`src/rtl/exec_seq_pkg.sv`:
```
// Shared encodings for the exec_seq control sequencer: FSM states,
// next-PC select codes, fetch response codes and trap cause values.
package seq_pkg;

    typedef enum logic [2:0] {
        ST_FETCH = 3'd0,
        ST_IWAIT = 3'd1,
        ST_EXEC  = 3'd2,
        ST_MEM   = 3'd3,
        ST_WB    = 3'd4,
        ST_TRAP  = 3'd5,
        ST_HALT  = 3'd6
    } seq_state_e;

    localparam logic [1:0] PCSEL_ADDER = 2'b00;
    localparam logic [1:0] PCSEL_MTVEC = 2'b01;
    localparam logic [1:0] PCSEL_MEPC  = 2'b11;

    localparam logic [1:0] RRESP_OKAY  = 2'b00;

    localparam logic [3:0] MCAUSE_NONE        = 4'd0;
    localparam logic [3:0] MCAUSE_IFETCH_FAULT = 4'd1;
    localparam logic [3:0] MCAUSE_ILLEGAL     = 4'd2;
    localparam logic [3:0] MCAUSE_LOAD_FAULT  = 4'd5;
    localparam logic [3:0] MCAUSE_STORE_FAULT = 4'd7;
    localparam logic [3:0] MCAUSE_ECALL_M     = 4'd11;

    // Access-fault cause for a failed or timed-out load/store.
    function automatic logic [3:0] mem_fault_cause(input logic is_store);
        return is_store ? MCAUSE_STORE_FAULT : MCAUSE_LOAD_FAULT;
    endfunction

    function automatic logic is_wait_state(input seq_state_e s);
        return (s == ST_IWAIT) || (s == ST_MEM);
    endfunction

endpackage

```
`src/rtl/exec_seq_watchdog.sv`:
```
// Wait-cycle watchdog for exec_seq: counts cycles spent waiting on the bus
// or LSU and flags expiry once LIMIT-1 is reached.
module seq_watchdog #(
    parameter int unsigned LIMIT = 1024
) (
    input  logic clk,
    input  logic rst,
    input  logic clear,
    input  logic enable,
    output logic expired
);

    localparam int unsigned CNT_W = (LIMIT > 2) ? $clog2(LIMIT) : 1;
    localparam logic [CNT_W-1:0] LAST = CNT_W'(LIMIT - 1);

    logic [CNT_W-1:0] count_q;

    assign expired = (count_q == LAST);

    // Saturates at LAST so a stalled clear cannot wrap back to zero.
    always_ff @(posedge clk) begin
        if (rst || clear) begin
            count_q <= '0;
        end else if (enable && !expired) begin
            count_q <= count_q + 1'b1;
        end
    end

endmodule

```
`src/rtl/exec_seq.sv`:
```
// Multi-cycle control sequencer for the single-issue RV32 NPC core.
// Optional build macro SEQ_WATCHDOG_EN adds a wait-state watchdog that traps stalled fetches/accesses.
module exec_seq
    import seq_pkg::*;
#(
    parameter int unsigned ADDR_W  = 32,
    parameter int unsigned INST_W  = 32,
    parameter int unsigned TIMEOUT = 1024
) (
    input  logic              clk,
    input  logic              rst,
    input  logic [ADDR_W-1:0] pc,
    output logic              if_arvalid,
    output logic [ADDR_W-1:0] if_araddr,
    input  logic              if_arready,
    input  logic              if_rvalid,
    input  logic [INST_W-1:0] if_rdata,
    input  logic [1:0]        if_rresp,
    output logic              if_rready,
    output logic [INST_W-1:0] inst,
    input  logic              dec_mem,
    input  logic              dec_store,
    input  logic              dec_rd_we,
    input  logic              dec_ecall,
    input  logic              dec_mret,
    input  logic              dec_ebreak,
    input  logic              dec_illegal,
    output logic              lsu_req,
    input  logic              lsu_done,
    input  logic              lsu_err,
    output logic              pc_we,
    output logic [1:0]        pc_sel,
    output logic              rf_we,
    output logic              trap,
    output logic [3:0]        mcause,
    output logic              instret,
    output logic              halt,
    output seq_state_e        state_dbg
);

    if (TIMEOUT < 2) begin : g_bad_timeout
        $error("exec_seq: TIMEOUT must be at least 2");
    end

    seq_state_e        state_q;
    seq_state_e        state_d;
    logic [INST_W-1:0] inst_q;
    logic              inst_load;
    logic [3:0]        mcause_q;
    logic [3:0]        mcause_d;
    logic              cause_load;
    logic              wd_expired;

`ifdef SEQ_WATCHDOG_EN
    logic wd_waiting;

    assign wd_waiting = is_wait_state(state_q);

    seq_watchdog #(
        .LIMIT(TIMEOUT)
    ) u_watchdog (
        .clk    (clk),
        .rst    (rst),
        .clear  (!wd_waiting),
        .enable (wd_waiting),
        .expired(wd_expired)
    );
`else
    assign wd_expired = 1'b0;
`endif

    always_ff @(posedge clk) begin
        if (rst) begin
            state_q  <= ST_FETCH;
            inst_q   <= '0;
            mcause_q <= MCAUSE_NONE;
        end else begin
            state_q <= state_d;
            if (inst_load) begin
                inst_q <= if_rdata;
            end
            if (cause_load) begin
                mcause_q <= mcause_d;
            end
        end
    end

    // Completion on the bus or LSU always wins over a same-cycle watchdog expiry.
    always_comb begin
        state_d    = state_q;
        inst_load  = 1'b0;
        cause_load = 1'b0;
        mcause_d   = mcause_q;
        case (state_q)
            ST_FETCH: begin
                if (if_arready) begin
                    state_d = ST_IWAIT;
                end
            end
            ST_IWAIT: begin
                if (if_rvalid) begin
                    if (if_rresp == RRESP_OKAY) begin
                        inst_load = 1'b1;
                        state_d   = ST_EXEC;
                    end else begin
                        cause_load = 1'b1;
                        mcause_d   = MCAUSE_IFETCH_FAULT;
                        state_d    = ST_TRAP;
                    end
                end else if (wd_expired) begin
                    cause_load = 1'b1;
                    mcause_d   = MCAUSE_IFETCH_FAULT;
                    state_d    = ST_TRAP;
                end
            end
            ST_EXEC: begin
                if (dec_illegal) begin
                    cause_load = 1'b1;
                    mcause_d   = MCAUSE_ILLEGAL;
                    state_d    = ST_TRAP;
                end else if (dec_ebreak) begin
                    state_d = ST_HALT;
                end else if (dec_ecall) begin
                    cause_load = 1'b1;
                    mcause_d   = MCAUSE_ECALL_M;
                    state_d    = ST_TRAP;
                end else if (dec_mem) begin
                    state_d = ST_MEM;
                end else begin
                    state_d = ST_WB;
                end
            end
            ST_MEM: begin
                if (lsu_done) begin
                    if (lsu_err) begin
                        cause_load = 1'b1;
                        mcause_d   = mem_fault_cause(dec_store);
                        state_d    = ST_TRAP;
                    end else begin
                        state_d = ST_WB;
                    end
                end else if (wd_expired) begin
                    cause_load = 1'b1;
                    mcause_d   = mem_fault_cause(dec_store);
                    state_d    = ST_TRAP;
                end
            end
            ST_WB:   state_d = ST_FETCH;
            ST_TRAP: state_d = ST_FETCH;
            ST_HALT: state_d = ST_HALT;
            default: state_d = ST_FETCH;
        endcase
    end

    // Handshakes are valid/ready: a transfer happens on any clock edge where
    // both are high; arvalid stays up with a stable araddr until arready, and
    // rready/lsu_req stay up until rvalid/lsu_done (or a watchdog trap).
    always_comb begin
        if_arvalid = 1'b0;
        if_rready  = 1'b0;
        lsu_req    = 1'b0;
        pc_we      = 1'b0;
        pc_sel     = PCSEL_ADDER;
        rf_we      = 1'b0;
        trap       = 1'b0;
        instret    = 1'b0;
        halt       = 1'b0;
        if (!rst) begin
            case (state_q)
                ST_FETCH: if_arvalid = 1'b1;
                ST_IWAIT: if_rready  = 1'b1;
                ST_MEM:   lsu_req    = 1'b1;
                ST_WB: begin
                    pc_we   = 1'b1;
                    pc_sel  = dec_mret ? PCSEL_MEPC : PCSEL_ADDER;
                    rf_we   = dec_rd_we & ~dec_mret;
                    instret = 1'b1;
                end
                ST_TRAP: begin
                    trap   = 1'b1;
                    pc_we  = 1'b1;
                    pc_sel = PCSEL_MTVEC;
                end
                ST_HALT: halt = 1'b1;
                default: ;
            endcase
        end
    end

    assign if_araddr = rst ? '0 : pc;
    assign inst      = inst_q;
    assign mcause    = rst ? MCAUSE_NONE : mcause_q;
    assign state_dbg = rst ? ST_FETCH : state_q;

`ifndef SYNTHESIS
    a_commit_excl : assert property (@(posedge clk) disable iff (rst)
        !((pc_we || rf_we || trap || instret) && (if_arvalid || if_rready || lsu_req)));
    a_commit_has_pc_we : assert property (@(posedge clk) disable iff (rst)
        (rf_we || trap || instret) |-> pc_we);
    a_arvalid_hold : assert property (@(posedge clk) disable iff (rst)
        (if_arvalid && !if_arready) |=> if_arvalid);
`endif

endmodule
```
`config.mk`:
```
export PLATFORM = sky130hd
export DESIGN_NAME = exec_seq
export DESIGN_NICKNAME = d
export VERILOG_FILES = /design/src/rtl/exec_seq_pkg.sv /design/src/rtl/exec_seq_watchdog.sv /design/src/rtl/exec_seq.sv
export SDC_FILE = /design/constraint.sdc
export NUM_CORES = 1
export LEC_CHECK = 0
export ABC_AREA = 0
export BUFFER_PORTS_ARGS = -buffer_cell sky130_fd_sc_hd__buf_2
export CAP_MARGIN = 10
export CORE_ASPECT_RATIO = 0.9
export CORE_MARGIN = 2
export CORE_UTILIZATION = 39
export DETAILED_ROUTE_END_ITERATION = 7
export PLACE_DENSITY = 0.8
export SLEW_MARGIN = 20
export SYNTH_ARGS = -nofsm -noshare
export SYNTH_HDL_FRONTEND = slang
export SYNTH_HIERARCHICAL = 1
export SYNTH_SLANG_ARGS = --single-unit
```
`constraint.sdc`:
```
create_clock -name clk -period 1.5 [get_ports clk]
set_input_delay 0.075 -clock clk [delete_from_list [all_inputs] [get_ports clk]]
set_output_delay 0.075 -clock clk [all_outputs]
set_load 0.005 [all_outputs]
```
Yosys cells after proc, flatten, opt, wreduce, memory -nomap -nowiden

Index checks and enable logic that the tools add are counted.
W data, S select, Z words.

Memories: 0
Memory bits (writable): 0
Word-level logic and storage cells: 76
Input port bits: 79
Bits in registers: 39
Output and inout bits: 81
ROM bits: 0
Latch bits: 0

Add/sub/neg operators: 0
Divide/modulo/power cells: 0
Mux-type cells: 52
Equality and inequality tests: 13
Reduce and logical (&&, ||, !) cells: 6
Order comparisons: 0
Shift operators: 0
Multiply operators: 0
Bitwise gates (word level): 2

Operators by type and width:

| operator             | count |
|---|---|
| $mux W32             | 1 |
| $mux W4              | 8 |
| $mux W1              | 27 |
| $mux W3              | 9 |
| $pmux W3 S5          | 1 |
| $pmux W4 S3          | 1 |
| $ne A2 B2 Y1 const B | 5 |
| $eq A3 B3 Y1 const B | 3 |
| $reduce_and A8 Y1    | 1 |
| $eq A3 B2 Y1 const B | 2 |
| $mux W2              | 3 |
| $ne A3 B3 Y1 const B | 2 |
| $pmux W2 S2          | 1 |
| $eq A3 B1 Y1 const B | 1 |
| $logic_not A3 Y1     | 1 |
| $pmux W1 S3          | 1 |
| $reduce_and A3 Y1    | 1 |
| $reduce_bool A3 Y1   | 1 |
| $logic_not A2 Y1     | 1 |
| $reduce_or A2 Y1     | 1 |
| $and A1 B1 Y1        | 1 |
| $not A1 Y1           | 1 |

Longest topological paths before layout

Gate-level depths: netlist of run 1.

Word-level depth: 5
Gate-level depth with buffers: 7
Mapped depth without buffers: 4

Worst setup path after synthesis of run 1

Ideal clock, no wire load.

Path type: reg-to-reg
Start: reg state_q[0]
End: reg mcause_q[1]
Arrival: 1.158 ns
Period minus slack after synthesis: 1.282 ns
Buffers on the path: 0
Slack: 0.218 ns
Library setup time: 0.123 ns
Required time: 1.377 ns
Stages on the path, launching flop included: 4
Cell sequence: dfxtp_1 > or3_1 > o211ai_1 > mux2_1

Word-level cells in the longest chain between the ends: 3
Elaborated cells on any way between the ends: 13
Classes of those cells: 9 x eq/ne; 2 x mux; 2 x reduce/logical

RTL lines:

| element                                             | line           | text |
|---|---|---|
| from (decl)                                         | exec_seq.sv:45 | `seq_state_e state_q;` |
| from (signal assigned)                              | exec_seq.sv:78 | `state_q <= state_d;` |
| $eq A3 B2 Y1 / $eq A3 B1 Y1 (equally long branches) | exec_seq.sv:94 | `case (state_q)` |
| $pmux W1 S3, or another cell as far along           | exec_seq.sv:94 |  |
| $reduce_and A8 Y1 (no line)                         | --             |  |
| to (signal assigned)                                | exec_seq.sv:83 | `mcause_q <= mcause_d;` |
| to (decl)                                           | exec_seq.sv:49 | `logic [3:0] mcause_q;` |

Parallel ways exist; a longest one is shown, timed or not.
A chain may end at the register's enable or synchronous reset.

Worst setup path after layout of run 1

Start: reg state_q[2]
End: out rf_we

Word-level cells in the longest chain between the ends: 3

RTL lines:

| element      | line            | text |
|---|---|---|
| $eq A3 B3 Y1 | exec_seq.sv:169 | `case (state_q)` |
| $mux W1      | exec_seq.sv:169 |  |
| $mux W1      | exec_seq.sv:168 | `if (!rst) begin` |
| to (decl)    | exec_seq.sv:33  | `output logic rf_we,` |

Every way passes these cells.

==> impl_metrics.xml, run 1 <==
<?xml version="1.0" encoding="UTF-8"?>
<metrics>
  <group name="status">
    <metric name="run_status" unit="">finished, final reports clean</metric>
  </group>
  <group name="sta">
    <metric name="setup_violations" unit="">0</metric>
    <metric name="fin_crit_sh" unit="%">96.9</metric>
    <metric name="transition_time_of_the_tightest_slew_check_pin" unit="ns">0.481</metric>
    <metric name="worst_clock_skew" unit="ns">0.00441</metric>
    <metric name="timing.final.hold_violations" unit="">0</metric>
    <metric name="post-route-worst-setup-slack" unit="ns">0.0463</metric>
    <metric name="final-max-slew-violation-count" unit="">0</metric>
    <metric name="fmaxAchievable" unit="MHz">688</metric>
    <metric name="totalNegativeSetupSlack" unit="ns">0</metric>
    <metric name="layout_min_cycle_time" unit="ns">1.45</metric>
    <metric name="timing.slew.headroom" unit="%">67.1</metric>
  </group>
  <group name="floorplanning">
    <metric name="chip_width" unit="um">79.1</metric>
    <metric name="num_io_pins" unit="">160</metric>
    <metric name="dieHeight" unit="um">71.6</metric>
    <metric name="dieArea" unit="sq mm">0.00567</metric>
    <metric name="floorplan.initialDensity" unit="%">40.7</metric>
    <metric name="fp-row-count" unit="">24</metric>
    <metric name="core_region_area" unit="sq mm">0.00486</metric>
  </group>
  <group name="cts">
    <metric name="clkSinkCount" unit="">39</metric>
    <metric name="cts_max_path_buffers" unit="">2</metric>
    <metric name="cts_htree_levels" unit="">2</metric>
    <metric name="post_cts_hold_buffer_count" unit="">0</metric>
    <metric name="clock_insertion_delay_at_the_later_pin_of_the_skew_report" unit="ns">0.28</metric>
    <metric name="cts-root-buf" unit="">sky130_fd_sc_hd__clkbuf_8</metric>
    <metric name="clock_slew_seen_by_the_registers_of_the_worst_setup_and_hold_paths" unit="ns">0.08</metric>
    <metric name="cts_tree" unit="">done</metric>
    <metric name="cts_inserted_buffers" unit="">5</metric>
  </group>
  <group name="logic_synthesis">
    <metric name="count_of_distinct_cell_types_in_the_synthesized_netlist" unit="">37</metric>
    <metric name="async_reset_ff_share" unit="%">0</metric>
    <metric name="synth.area.top_cells" unit="">sky130_fd_sc_hd__dfxtp_1, sky130_fd_sc_hd__nand2_1, sky130_fd_sc_hd__nor2b_1</metric>
    <metric name="syn_area" unit="sq mm">0.00198</metric>
    <metric name="syn-mean-instance-area" unit="sq um">7.74</metric>
    <metric name="synth_fp_nets" unit="">335</metric>
    <metric name="synthesis.instances" unit="">256</metric>
    <metric name="synthDominantAreaCellType" unit="">sky130_fd_sc_hd__dfxtp_1</metric>
    <metric name="synth_edf_count" unit="">0</metric>
    <metric name="synth_top_area_share" unit="%">39.4</metric>
    <metric name="yosys_register_bits" unit="">39</metric>
    <metric name="synthesis.yosys.warnings" unit="">6</metric>
    <metric name="synth_sequential_area_ratio" unit="%">39.4</metric>
    <metric name="ys.flop_type" unit="">sky130_fd_sc_hd__dfxtp_1</metric>
  </group>
  <group name="global_routing">
    <metric name="globalRoute.busiestLayer" unit="">met2</metric>
    <metric name="grt_first_pass_wirelength" unit="um">9140</metric>
    <metric name="number_of_global_route_vias_before_repair" unit="">2128</metric>
    <metric name="use_met2" unit="%">36.3</metric>
    <metric name="grt_antenna_before_repair" unit="">0</metric>
    <metric name="grt_util_met3" unit="%">4.16</metric>
    <metric name="largest_net_degree_at_the_start_of_global_routing" unit="">38</metric>
    <metric name="grt_util_met1" unit="%">22.7</metric>
    <metric name="overflow" unit="">0</metric>
    <metric name="grt.total_usage" unit="%">19.9</metric>
  </group>
  <group name="pwr">
    <metric name="power_switching_share" unit="%">23.0</metric>
    <metric name="internal_power" unit="mW">1.95</metric>
    <metric name="leakage_power" unit="nW">1.48</metric>
    <metric name="netSwitchingPower" unit="uW">583</metric>
    <metric name="power-per-cell-area" unit="mW/mm^2">847</metric>
    <metric name="combinationalPowerShare" unit="%">17.1</metric>
    <metric name="design_power_total" unit="mW">2.53</metric>
    <metric name="vdd_drop_max" unit="mV">0.610</metric>
    <metric name="seqPwrFrac" unit="%">42.7</metric>
    <metric name="p_clk_share" unit="%">40.1</metric>
  </group>
  <group name="setup_path">
    <metric name="timing.reg2reg.worst_path_depth" unit="">4</metric>
    <metric name="crit_family" unit="">simple AND/OR/NAND/NOR gates</metric>
    <metric name="worst_r2r_startpoint" unit="">state_q[2]</metric>
    <metric name="crit_path_start" unit="">state_q[2]</metric>
    <metric name="cp.depth" unit="">5</metric>
    <metric name="critical_path.startpoint_type" unit="">flop</metric>
    <metric name="criticalPathCategory" unit="">reg -&gt; out</metric>
    <metric name="critPathArrivalTime" unit="ns">1.38</metric>
    <metric name="setup.reg_to_reg.worst_slack" unit="ns">0.07</metric>
    <metric name="critical_path.n_buffers_inverters" unit="">2</metric>
    <metric name="slowest_delay" unit="ns">0.37</metric>
    <metric name="worstPathRequired" unit="ns">1.42</metric>
    <metric name="slowest_stage" unit="">sky130_fd_sc_hd__dfxtp_4</metric>
    <metric name="worst_setup_path_end_kind" unit="">output pin</metric>
    <metric name="crit_path_cell_trace" unit="">buf_6, nand2b_2, nor3_2, and3b_1, buf_2</metric>
    <metric name="critPathMaxFanout" unit="">6</metric>
  </group>
  <group name="routing">
    <metric name="routed_wl" unit="um">5830</metric>
    <metric name="route.detailed.drc" unit="">0</metric>
    <metric name="detailedRoute.firstIterationViolations" unit="">67</metric>
    <metric name="detailroute.via_count" unit="">2309</metric>
    <metric name="drt-wirelength-per-cell" unit="um">12.2</metric>
    <metric name="postRouteAntennaNets" unit="">0</metric>
    <metric name="viasPerCell" unit="">4.81</metric>
    <metric name="detailedRoute.firstPassIterationCount" unit="">4</metric>
  </group>
  <group name="final_layout">
    <metric name="antenna-diode-count" unit="">0</metric>
    <metric name="mostFrequentLayoutCells" unit="">sky130_fd_sc_hd__buf_2, sky130_fd_sc_hd__nand2_1, sky130_fd_sc_hd__nor2b_1</metric>
    <metric name="layout.nets" unit="">493</metric>
    <metric name="layout-area-overhead-vs-synth" unit="%">50.9</metric>
    <metric name="most_common_library_cell_in_the_layout_ignoring_fill_and_taps" unit="">sky130_fd_sc_hd__buf_2</metric>
    <metric name="drive_gt1_share" unit="%">47.2</metric>
    <metric name="final_core_utilization" unit="%">61.5</metric>
  </group>
  <group name="placement">
    <metric name="finalWeightedCongestion" unit="">0.873</metric>
    <metric name="dpl_worst_slack" unit="ns">0.0541</metric>
    <metric name="hpwl" unit="um">4540</metric>
    <metric name="port-buffer-count" unit="">159</metric>
  </group>
  <group name="hold_path">
    <metric name="holdCritStartpoint" unit="">if_rdata[10]</metric>
    <metric name="hold_path.class" unit="">in -&gt; reg</metric>
    <metric name="worst_hold_path.num_cells" unit="">3</metric>
  </group>
  <group name="job">
    <metric name="drv.max_cap_violation_count" unit="">0</metric>
  </group>
</metrics>
path summary, 6_finish.rpt:
path | endpoint
max | rf_we
min | inst[10]
max reg2reg | mcause_q[1]
min reg2reg | inst[29]
cell usage after synthesis (3+ instances only):
library cell,number
sky130_fd_sc_hd__buf_2,3
sky130_fd_sc_hd__a21oi_1,26
sky130_fd_sc_hd__dfxtp_1,39
sky130_fd_sc_hd__nor2b_1,39
sky130_fd_sc_hd__nand2_1,70
sky130_fd_sc_hd__clkbuf_1,10
sky130_fd_sc_hd__inv_1,6
sky130_fd_sc_hd__nor3_1,5
sky130_fd_sc_hd__and2_1,4
sky130_fd_sc_hd__a21oi_2,10
sky130_fd_sc_hd__nor2_1,7
sky130_fd_sc_hd__o21a_1,3
sky130_fd_sc_hd__buf_8,3
repair_timing:
action,in CTS,in global routing
setup endpoints to repair,3,8
buffers inserted,0,1
hold endpoints to repair,0,0
pin swaps,0,1
resized for setup,4,6
power groups by stage:
| stage | registers, mW | logic, mW | clock network [mW] |
|---|---|---|---|
| 4_1_cts | 1.08 | 0.431 | 1.04 |
| 3_3_place_gp | 1.10 | 0.419 | 0 |
| 6_report | 1.08 | 0.434 | 1.02 |
| 3_5_place_dp | 1.11 | 0.426 | 0 |
| 5_1_grt | 1.09 | 0.479 | 1.08 |
| 2_1_floorplan | 1.10 | 0.211 | 0 |
sequential cells by signal (all words and copies together), names as in the netlist:
signal and cells:
state_q 3, mcause_q 4, inst 32
through the flow:
| stage | instance area [sq um] | hold WS (ns) | instances |
|---|---|---|---|
| after global placement | 2820 | 0.317 | 471 |
| after CTS | 2970 | 0.0166 | 479 |
| after global routing | 2990 | 0.0244 | 480 |
| after floorplan | 1980 | 0.198 | 256 |
| after detailed placement | 2820 | 0.324 | 471 |
| final | 2990 | 0.0201 | 480 |
final cells by class:
cell class	count	area, sq um
flip-flops and latches	39	787
clock buffers	6	72.6
well taps	65	81.3
fillers	456	1870
repair buffers	170	898
inverters	6	22.5
multi-input cells	192	1070
clock inverters	2	60.1
worst min-delay path, cell delays in order:
cell	delay [ns]
sky130_fd_sc_hd__buf_2	0.10
sky130_fd_sc_hd__nand2_1	0.04
sky130_fd_sc_hd__a21oi_1	0.05
logic make-up (layout without fill, tap and decap cells):
family,count (synthesis),count (layout),synth area share [%]
and+or+nand+nor,137,137,34.2
DFF,39,39,39.4
muxes,4,4,2.27
AOI/OAI and AO/OA,51,51,16.7
buffers and inverters,25,184,7.39
routing by layer:
metal / vias up / wire, um
met5: - / 0
met4: 0 / 108
met3: 9 / 476
met2: 117 / 2910
met1: 1033 / 2340
li1: 1150 / -
Power figures use the tool's default switching activity.
==> run 2: changes to the inputs <==
Settings changed: PLACE_DENSITY 0.8 to not set, PLACE_DENSITY_LB_ADDON set to 0.3.
==> impl_metrics.xml, run 2 (same netlist as run 1, synthesis figures left out) <==
<?xml version="1.0" encoding="UTF-8"?>
<metrics>
  <group name="status">
    <metric name="run_status" unit="">finished, final reports clean</metric>
  </group>
  <group name="floorplanning">
    <metric name="chip_width" unit="um">79.1</metric>
    <metric name="dieArea" unit="sq mm">0.00567</metric>
    <metric name="dieHeight" unit="um">71.6</metric>
    <metric name="core_region_area" unit="sq mm">0.00486</metric>
    <metric name="num_io_pins" unit="">160</metric>
    <metric name="fp-row-count" unit="">24</metric>
    <metric name="floorplan.initialDensity" unit="%">40.7</metric>
  </group>
  <group name="sta">
    <metric name="fin_crit_sh" unit="%">96.1</metric>
    <metric name="setup_violations" unit="">0</metric>
    <metric name="totalNegativeSetupSlack" unit="ns">0</metric>
    <metric name="transition_time_of_the_tightest_slew_check_pin" unit="ns">0.442</metric>
    <metric name="layout_min_cycle_time" unit="ns">1.44</metric>
    <metric name="fmaxAchievable" unit="MHz">694</metric>
    <metric name="timing.final.hold_violations" unit="">0</metric>
    <metric name="final-max-slew-violation-count" unit="">0</metric>
    <metric name="rsz_0062_raised_after_global_routing" unit="">true</metric>
    <metric name="timing.slew.headroom" unit="%">70.5</metric>
    <metric name="worst_clock_skew" unit="ns">0.00494</metric>
  </group>
  <group name="pwr">
    <metric name="power_switching_share" unit="%">25.7</metric>
    <metric name="p_clk_share" unit="%">31.1</metric>
    <metric name="internal_power" unit="mW">1.66</metric>
    <metric name="seqPwrFrac" unit="%">48.4</metric>
    <metric name="leakage_power" unit="nW">1.50</metric>
    <metric name="vdd_drop_max" unit="mV">0.431</metric>
    <metric name="combinationalPowerShare" unit="%">20.5</metric>
    <metric name="netSwitchingPower" unit="uW">573</metric>
    <metric name="design_power_total" unit="mW">2.23</metric>
    <metric name="power-per-cell-area" unit="mW/mm^2">741</metric>
  </group>
  <group name="cts">
    <metric name="cts_htree_levels" unit="">2</metric>
    <metric name="clock_insertion_delay_at_the_later_pin_of_the_skew_report" unit="ns">0.28</metric>
    <metric name="cts_max_path_buffers" unit="">2</metric>
    <metric name="cts_tree" unit="">done</metric>
    <metric name="cts-root-buf" unit="">sky130_fd_sc_hd__clkbuf_8</metric>
    <metric name="clock_slew_seen_by_the_registers_of_the_worst_setup_and_hold_paths" unit="ns">0.07</metric>
    <metric name="clkSinkCount" unit="">39</metric>
    <metric name="cts_inserted_buffers" unit="">5</metric>
    <metric name="post_cts_hold_buffer_count" unit="">0</metric>
  </group>
  <group name="global_routing">
    <metric name="number_of_global_route_vias_before_repair" unit="">2136</metric>
    <metric name="grt.total_usage" unit="%">19.3</metric>
    <metric name="grt_first_pass_wirelength" unit="um">8830</metric>
    <metric name="largest_net_degree_at_the_start_of_global_routing" unit="">33</metric>
    <metric name="grt_antenna_before_repair" unit="">0</metric>
    <metric name="overflow" unit="">0</metric>
  </group>
  <group name="routing">
    <metric name="detailroute.via_count" unit="">2294</metric>
    <metric name="postRouteAntennaNets" unit="">0</metric>
    <metric name="drt-wirelength-per-cell" unit="um">12.2</metric>
    <metric name="route.detailed.drc" unit="">0</metric>
    <metric name="viasPerCell" unit="">4.75</metric>
    <metric name="routed_wl" unit="um">5870</metric>
    <metric name="detailedRoute.firstIterationViolations" unit="">80</metric>
    <metric name="detailedRoute.firstPassIterationCount" unit="">4</metric>
  </group>
  <group name="final_layout">
    <metric name="layout-area-overhead-vs-synth" unit="%">51.9</metric>
    <metric name="layout.nets" unit="">497</metric>
    <metric name="largest_reg_flops" unit="">32</metric>
    <metric name="drive_gt1_share" unit="%">47.8</metric>
    <metric name="most_common_library_cell_in_the_layout_ignoring_fill_and_taps" unit="">sky130_fd_sc_hd__buf_2</metric>
    <metric name="stdcell_area" unit="sq mm">0.00301</metric>
    <metric name="final_core_utilization" unit="%">61.9</metric>
    <metric name="mostFrequentLayoutCells" unit="">sky130_fd_sc_hd__buf_2, sky130_fd_sc_hd__nand2_1, sky130_fd_sc_hd__nor2b_1</metric>
    <metric name="fillerInstances" unit="">444</metric>
    <metric name="antenna-diode-count" unit="">0</metric>
  </group>
  <group name="placement">
    <metric name="port-buffer-count" unit="">159</metric>
    <metric name="hpwl" unit="um">4420</metric>
    <metric name="place_area" unit="sq mm">0.00285</metric>
    <metric name="finalWeightedCongestion" unit="">0.870</metric>
  </group>
  <group name="setup_path">
    <metric name="worstPathRequired" unit="ns">1.67</metric>
    <metric name="worst_setup_path_end_kind" unit="">flop</metric>
    <metric name="critPathMaxFanout" unit="">4</metric>
    <metric name="critical_path.startpoint_type" unit="">flop</metric>
    <metric name="critPathArrivalTime" unit="ns">1.61</metric>
    <metric name="criticalPathCategory" unit="">reg -&gt; reg</metric>
  </group>
  <group name="job">
    <metric name="drv.max_cap_violation_count" unit="">0</metric>
  </group>
  <group name="hold_path">
    <metric name="hold_path.class" unit="">in -&gt; reg</metric>
  </group>
</metrics>
-- run 2: cell count changes in the layout (fill, tap and decap cells not counted), sizes merged --
cell / before / now
buf: 170 / 173
bufinv: 2 / 0
clkbuf: 6 / 7
clkinv: 0 / 1
-- run 2: area by class of cell --
| cell class | instances | area [sq um] | area share, % |
|---|---|---|---|
| clock buffer | 6 | 82.6 | 2.74 |
| multi-input combinational | 192 | 1080 | 35.8 |
| tap | 65 | 81.3 | 2.70 |
| inverter | 6 | 22.5 | 0.748 |
| clock inverter | 1 | 5.00 | 0.166 |
| sequential | 39 | 786 | 26.1 |
| timing repair buffer | 174 | 955 | 31.7 |
-- run 2: power groups by stage --
stage               clock network [mW]  registers, mW  logic [mW]
floorplan                            0           1.10       0.211
global placement                     0           1.10       0.432
detailed placement                   0           1.10       0.436
CTS                              0.713           1.08       0.440
global route                     0.766           1.08       0.505
finish                           0.694           1.08       0.458
-- run 2: critical path: stages (launching register included) --
cell,delay (ns)
sky130_fd_sc_hd__dfxtp_4,0.37
sky130_fd_sc_hd__o21bai_1,0.15
sky130_fd_sc_hd__a31oi_1,0.25
sky130_fd_sc_hd__o211ai_1,0.21
sky130_fd_sc_hd__mux2_1,0.34
-- run 2: final timing paths --
kind / cells past startpoint / startpoint / end / slack, ns
max: 4 / state_q[2] / mcause_q[3] / 0.06
min: 3 / if_rdata[20] / inst[20] / 0.03
max reg2reg: 4 / state_q[2] / mcause_q[3] / 0.06
min reg2reg: 2 / inst[20] / inst[20] / 0.45
-- run 2: per-layer routing --
metal | GRT usage [%] | vias up | part of all wire (%)
met2 | 33.6 | 114 | 48
met3 | 5.79 | 10 | 9.0
li1 | - | 1155 | -
met1 | 22.7 | 1015 | 41
met4 | 6.70 | 0 | 1.3
met5 | 0 | - | 0
-- run 2: timing repair --
| item | in CTS | in global routing |
|---|---|---|
| cloned | 0 | 1 |
| buffers inserted | 0 | 2 |
| setup endpoints to repair | 3 | 32 |
| gates resized for setup | 2 | 9 |
| pin swaps | 0 | 3 |
-- run 2: per-stage QoR --
stage / std cells / hold WS, ns / setup slack, ns
after global routing: 483 / 0.0157 / -0.0468
after floorplan: 256 / 0.198 / 0.218
after global placement: 473 / 0.317 / 0.0981
after detailed placement: 473 / 0.322 / 0.0525
final: 483 / 0.0254 / 0.0581
after CTS: 480 / 0.0177 / 0.00733
==> run 3: changes to the inputs <==
Settings changed: SETUP_SLACK_MARGIN set to 0.3.
==> impl_metrics.xml, run 3 (same netlist as run 1, synthesis figures left out) <==
<?xml version="1.0" encoding="UTF-8"?>
<metrics>
  <group name="final_layout">
    <metric name="stdcell_area" unit="sq mm">0.00348</metric>
    <metric name="layoutNonFillerInstCount" unit="">492</metric>
    <metric name="fillerInstances" unit="">417</metric>
    <metric name="drive_gt1_share" unit="%">62.8</metric>
    <metric name="largest_reg_flops" unit="">32</metric>
    <metric name="layout-area-overhead-vs-synth" unit="%">75.6</metric>
    <metric name="mostFrequentLayoutCells" unit="">sky130_fd_sc_hd__buf_2, sky130_fd_sc_hd__nor2b_1, sky130_fd_sc_hd__nand2_1</metric>
    <metric name="layout.nets" unit="">505</metric>
    <metric name="most_common_library_cell_in_the_layout_ignoring_fill_and_taps" unit="">sky130_fd_sc_hd__buf_2</metric>
    <metric name="antenna-diode-count" unit="">0</metric>
    <metric name="final_core_utilization" unit="%">71.5</metric>
  </group>
  <group name="routing">
    <metric name="routed_wl" unit="um">6830</metric>
    <metric name="viasPerCell" unit="">4.98</metric>
    <metric name="detailedRoute.firstPassIterationCount" unit="">4</metric>
    <metric name="drt-wirelength-per-cell" unit="um">13.9</metric>
    <metric name="postRouteAntennaNets" unit="">0</metric>
    <metric name="route.detailed.drc" unit="">0</metric>
    <metric name="detailedRoute.firstIterationViolations" unit="">98</metric>
    <metric name="detailroute.via_count" unit="">2448</metric>
  </group>
  <group name="global_routing">
    <metric name="largest_net_degree_at_the_start_of_global_routing" unit="">33</metric>
    <metric name="grt_antenna_before_repair" unit="">0</metric>
    <metric name="grt_first_pass_wirelength" unit="um">9560</metric>
    <metric name="grt.total_usage" unit="%">21.1</metric>
    <metric name="overflow" unit="">0</metric>
    <metric name="number_of_global_route_vias_before_repair" unit="">2175</metric>
  </group>
  <group name="sta">
    <metric name="fmaxAchievable" unit="MHz">704</metric>
    <metric name="fin_crit_sh" unit="%">94.7</metric>
    <metric name="layout_min_cycle_time" unit="ns">1.42</metric>
    <metric name="timing.slew.headroom" unit="%">79.1</metric>
    <metric name="setup_violations" unit="">0</metric>
    <metric name="worst_clock_skew" unit="ns">0.00890</metric>
    <metric name="final-max-slew-violation-count" unit="">0</metric>
    <metric name="totalNegativeSetupSlack" unit="ns">0</metric>
    <metric name="timing.final.hold_violations" unit="">0</metric>
    <metric name="transition_time_of_the_tightest_slew_check_pin" unit="ns">0.309</metric>
    <metric name="post-route-worst-setup-slack" unit="ns">0.0793</metric>
    <metric name="rsz_0062_raised_after_global_routing" unit="">true</metric>
  </group>
  <group name="floorplanning">
    <metric name="dieHeight" unit="um">71.6</metric>
    <metric name="fp-row-count" unit="">24</metric>
    <metric name="num_io_pins" unit="">160</metric>
    <metric name="dieArea" unit="sq mm">0.00567</metric>
    <metric name="floorplan.initialDensity" unit="%">40.7</metric>
    <metric name="chip_width" unit="um">79.1</metric>
    <metric name="core_region_area" unit="sq mm">0.00486</metric>
  </group>
  <group name="setup_path">
    <metric name="timing.reg2reg.worst_path_depth" unit="">5</metric>
    <metric name="critPathArrivalTime" unit="ns">1.35</metric>
    <metric name="worstPathRequired" unit="ns">1.42</metric>
    <metric name="criticalPathCategory" unit="">reg -&gt; out</metric>
    <metric name="slowest_stage" unit="">sky130_fd_sc_hd__dfxtp_4</metric>
    <metric name="crit_family" unit="">simple AND/OR/NAND/NOR gates</metric>
    <metric name="worst_r2r_startpoint" unit="">state_q[2]</metric>
    <metric name="crit_path_start" unit="">state_q[2]</metric>
    <metric name="worst_setup_path_end_kind" unit="">output pin</metric>
    <metric name="slowest_delay" unit="ns">0.38</metric>
    <metric name="crit_path_cell_trace" unit="">buf_6, nand2b_4, nor3_4, and2_1, buf_2</metric>
    <metric name="critical_path.n_buffers_inverters" unit="">2</metric>
    <metric name="critPathMaxFanout" unit="">4</metric>
    <metric name="critical_path.endpoint" unit="">pc_sel[1]</metric>
    <metric name="critical_path.startpoint_type" unit="">flop</metric>
    <metric name="setup.reg_to_reg.worst_slack" unit="ns">0.11</metric>
    <metric name="cp.depth" unit="">5</metric>
    <metric name="crit-reg2reg-capture" unit="">inst[23]</metric>
  </group>
  <group name="cts">
    <metric name="cts_max_path_buffers" unit="">2</metric>
    <metric name="clock_insertion_delay_at_the_later_pin_of_the_skew_report" unit="ns">0.28</metric>
    <metric name="cts-root-buf" unit="">sky130_fd_sc_hd__clkbuf_8</metric>
    <metric name="cts_inserted_buffers" unit="">5</metric>
    <metric name="post_cts_hold_buffer_count" unit="">0</metric>
    <metric name="cts_tree" unit="">done</metric>
    <metric name="clock_slew_seen_by_the_registers_of_the_worst_setup_and_hold_paths" unit="ns">0.08</metric>
    <metric name="clkSinkCount" unit="">39</metric>
    <metric name="cts_htree_levels" unit="">2</metric>
  </group>
  <group name="hold_path">
    <metric name="hold_path.class" unit="">in -&gt; reg</metric>
    <metric name="holdCritStartpoint" unit="">if_rdata[5]</metric>
  </group>
  <group name="job">
    <metric name="drv.max_cap_violation_count" unit="">0</metric>
  </group>
  <group name="pwr">
    <metric name="power-per-cell-area" unit="mW/mm^2">671</metric>
    <metric name="vdd_drop_max" unit="mV">0.398</metric>
    <metric name="leakage_power" unit="nW">1.79</metric>
  </group>
  <group name="placement">
    <metric name="port-buffer-count" unit="">159</metric>
    <metric name="dpl_worst_slack" unit="ns">0.132</metric>
    <metric name="dpl.cell_count" unit="">472</metric>
    <metric name="place_area" unit="sq mm">0.00284</metric>
    <metric name="finalWeightedCongestion" unit="">0.919</metric>
    <metric name="hpwl" unit="um">4500</metric>
  </group>
  <group name="status">
    <metric name="run_status" unit="">finished, final reports clean</metric>
  </group>
</metrics>
[run 3: cell types whose count changed in the layout (fill, tap and decap cells not counted), moves of 4 or more]
cell                      before  now
sky130_fd_sc_hd__nand2_4       0   24
sky130_fd_sc_hd__nand2_1      70   38
sky130_fd_sc_hd__a21oi_2      10   30
sky130_fd_sc_hd__nand2_2       0    8
sky130_fd_sc_hd__buf_6         1    5
sky130_fd_sc_hd__a21oi_1      26    6
[run 3: what timing repair did]
action                                  CTS  global route
pin swaps                                11            45
setup buffers                             7             2
endpoints found under the setup margin   51            52
resized for setup                        37            77
gates cloned                              2             1
[run 3: metal layers]
metal | vias to the layer above | share of wire [%] | global-route usage, %
li1 | 1173 | - | -
met1 | 1138 | 39 | 25.1
met2 | 131 | 52 | 38.2
met3 | 6 | 8.0 | 5.04
met4 | 0 | 1.1 | 5.56
met5 | - | 0 | 0
[run 3: worst min path at each step]
stage	endpoint	slack, ns	cells after the start
floorplan	state_dbg[1]	0.20	1
global route	inst[5]	0.02	3
detailed placement	inst[0]	0.32	3
CTS	inst[5]	0.01	3
global placement	inst[16]	0.31	3
finish	inst[5]	0.02	3
[run 3: report_power, final]
group | internal (mW) | leakage [nW] | switching (mW)
Sequential | 1.06 | 0.317 | 0.0218
Clock | 0.326 | 0.0422 | 0.344
Combinational | 0.289 | 1.43 | 0.293
Total | 1.68 | 1.79 | 0.658
[run 3: area by class of cell]
cell class / count / area (sq um) / share of cell area (%)
multi-input combinational: 192 / 1420 / 40.8
tap: 65 / 81.3 / 2.34
timing repair buffer: 182 / 1080 / 31.0
clock inverter: 1 / 5.00 / 0.144
inverter: 6 / 25.0 / 0.719
sequential: 39 / 792 / 22.8
clock buffer: 7 / 76.3 / 2.19
[run 3: worst min-delay path, cell delays in order]
cell	delay [ns]
sky130_fd_sc_hd__buf_2	0.10
sky130_fd_sc_hd__nand2_2	0.05
sky130_fd_sc_hd__a21oi_2	0.04
[run 3: per-stage QoR]
step / hold WS [ns] / total power [mW]
global placement: 0.314 / 1.53
global route: 0.0158 / 2.45
detailed placement: 0.321 / 1.53
floorplan: 0.198 / 1.32
finish: 0.0196 / 2.33
CTS: 0.0128 / 2.26
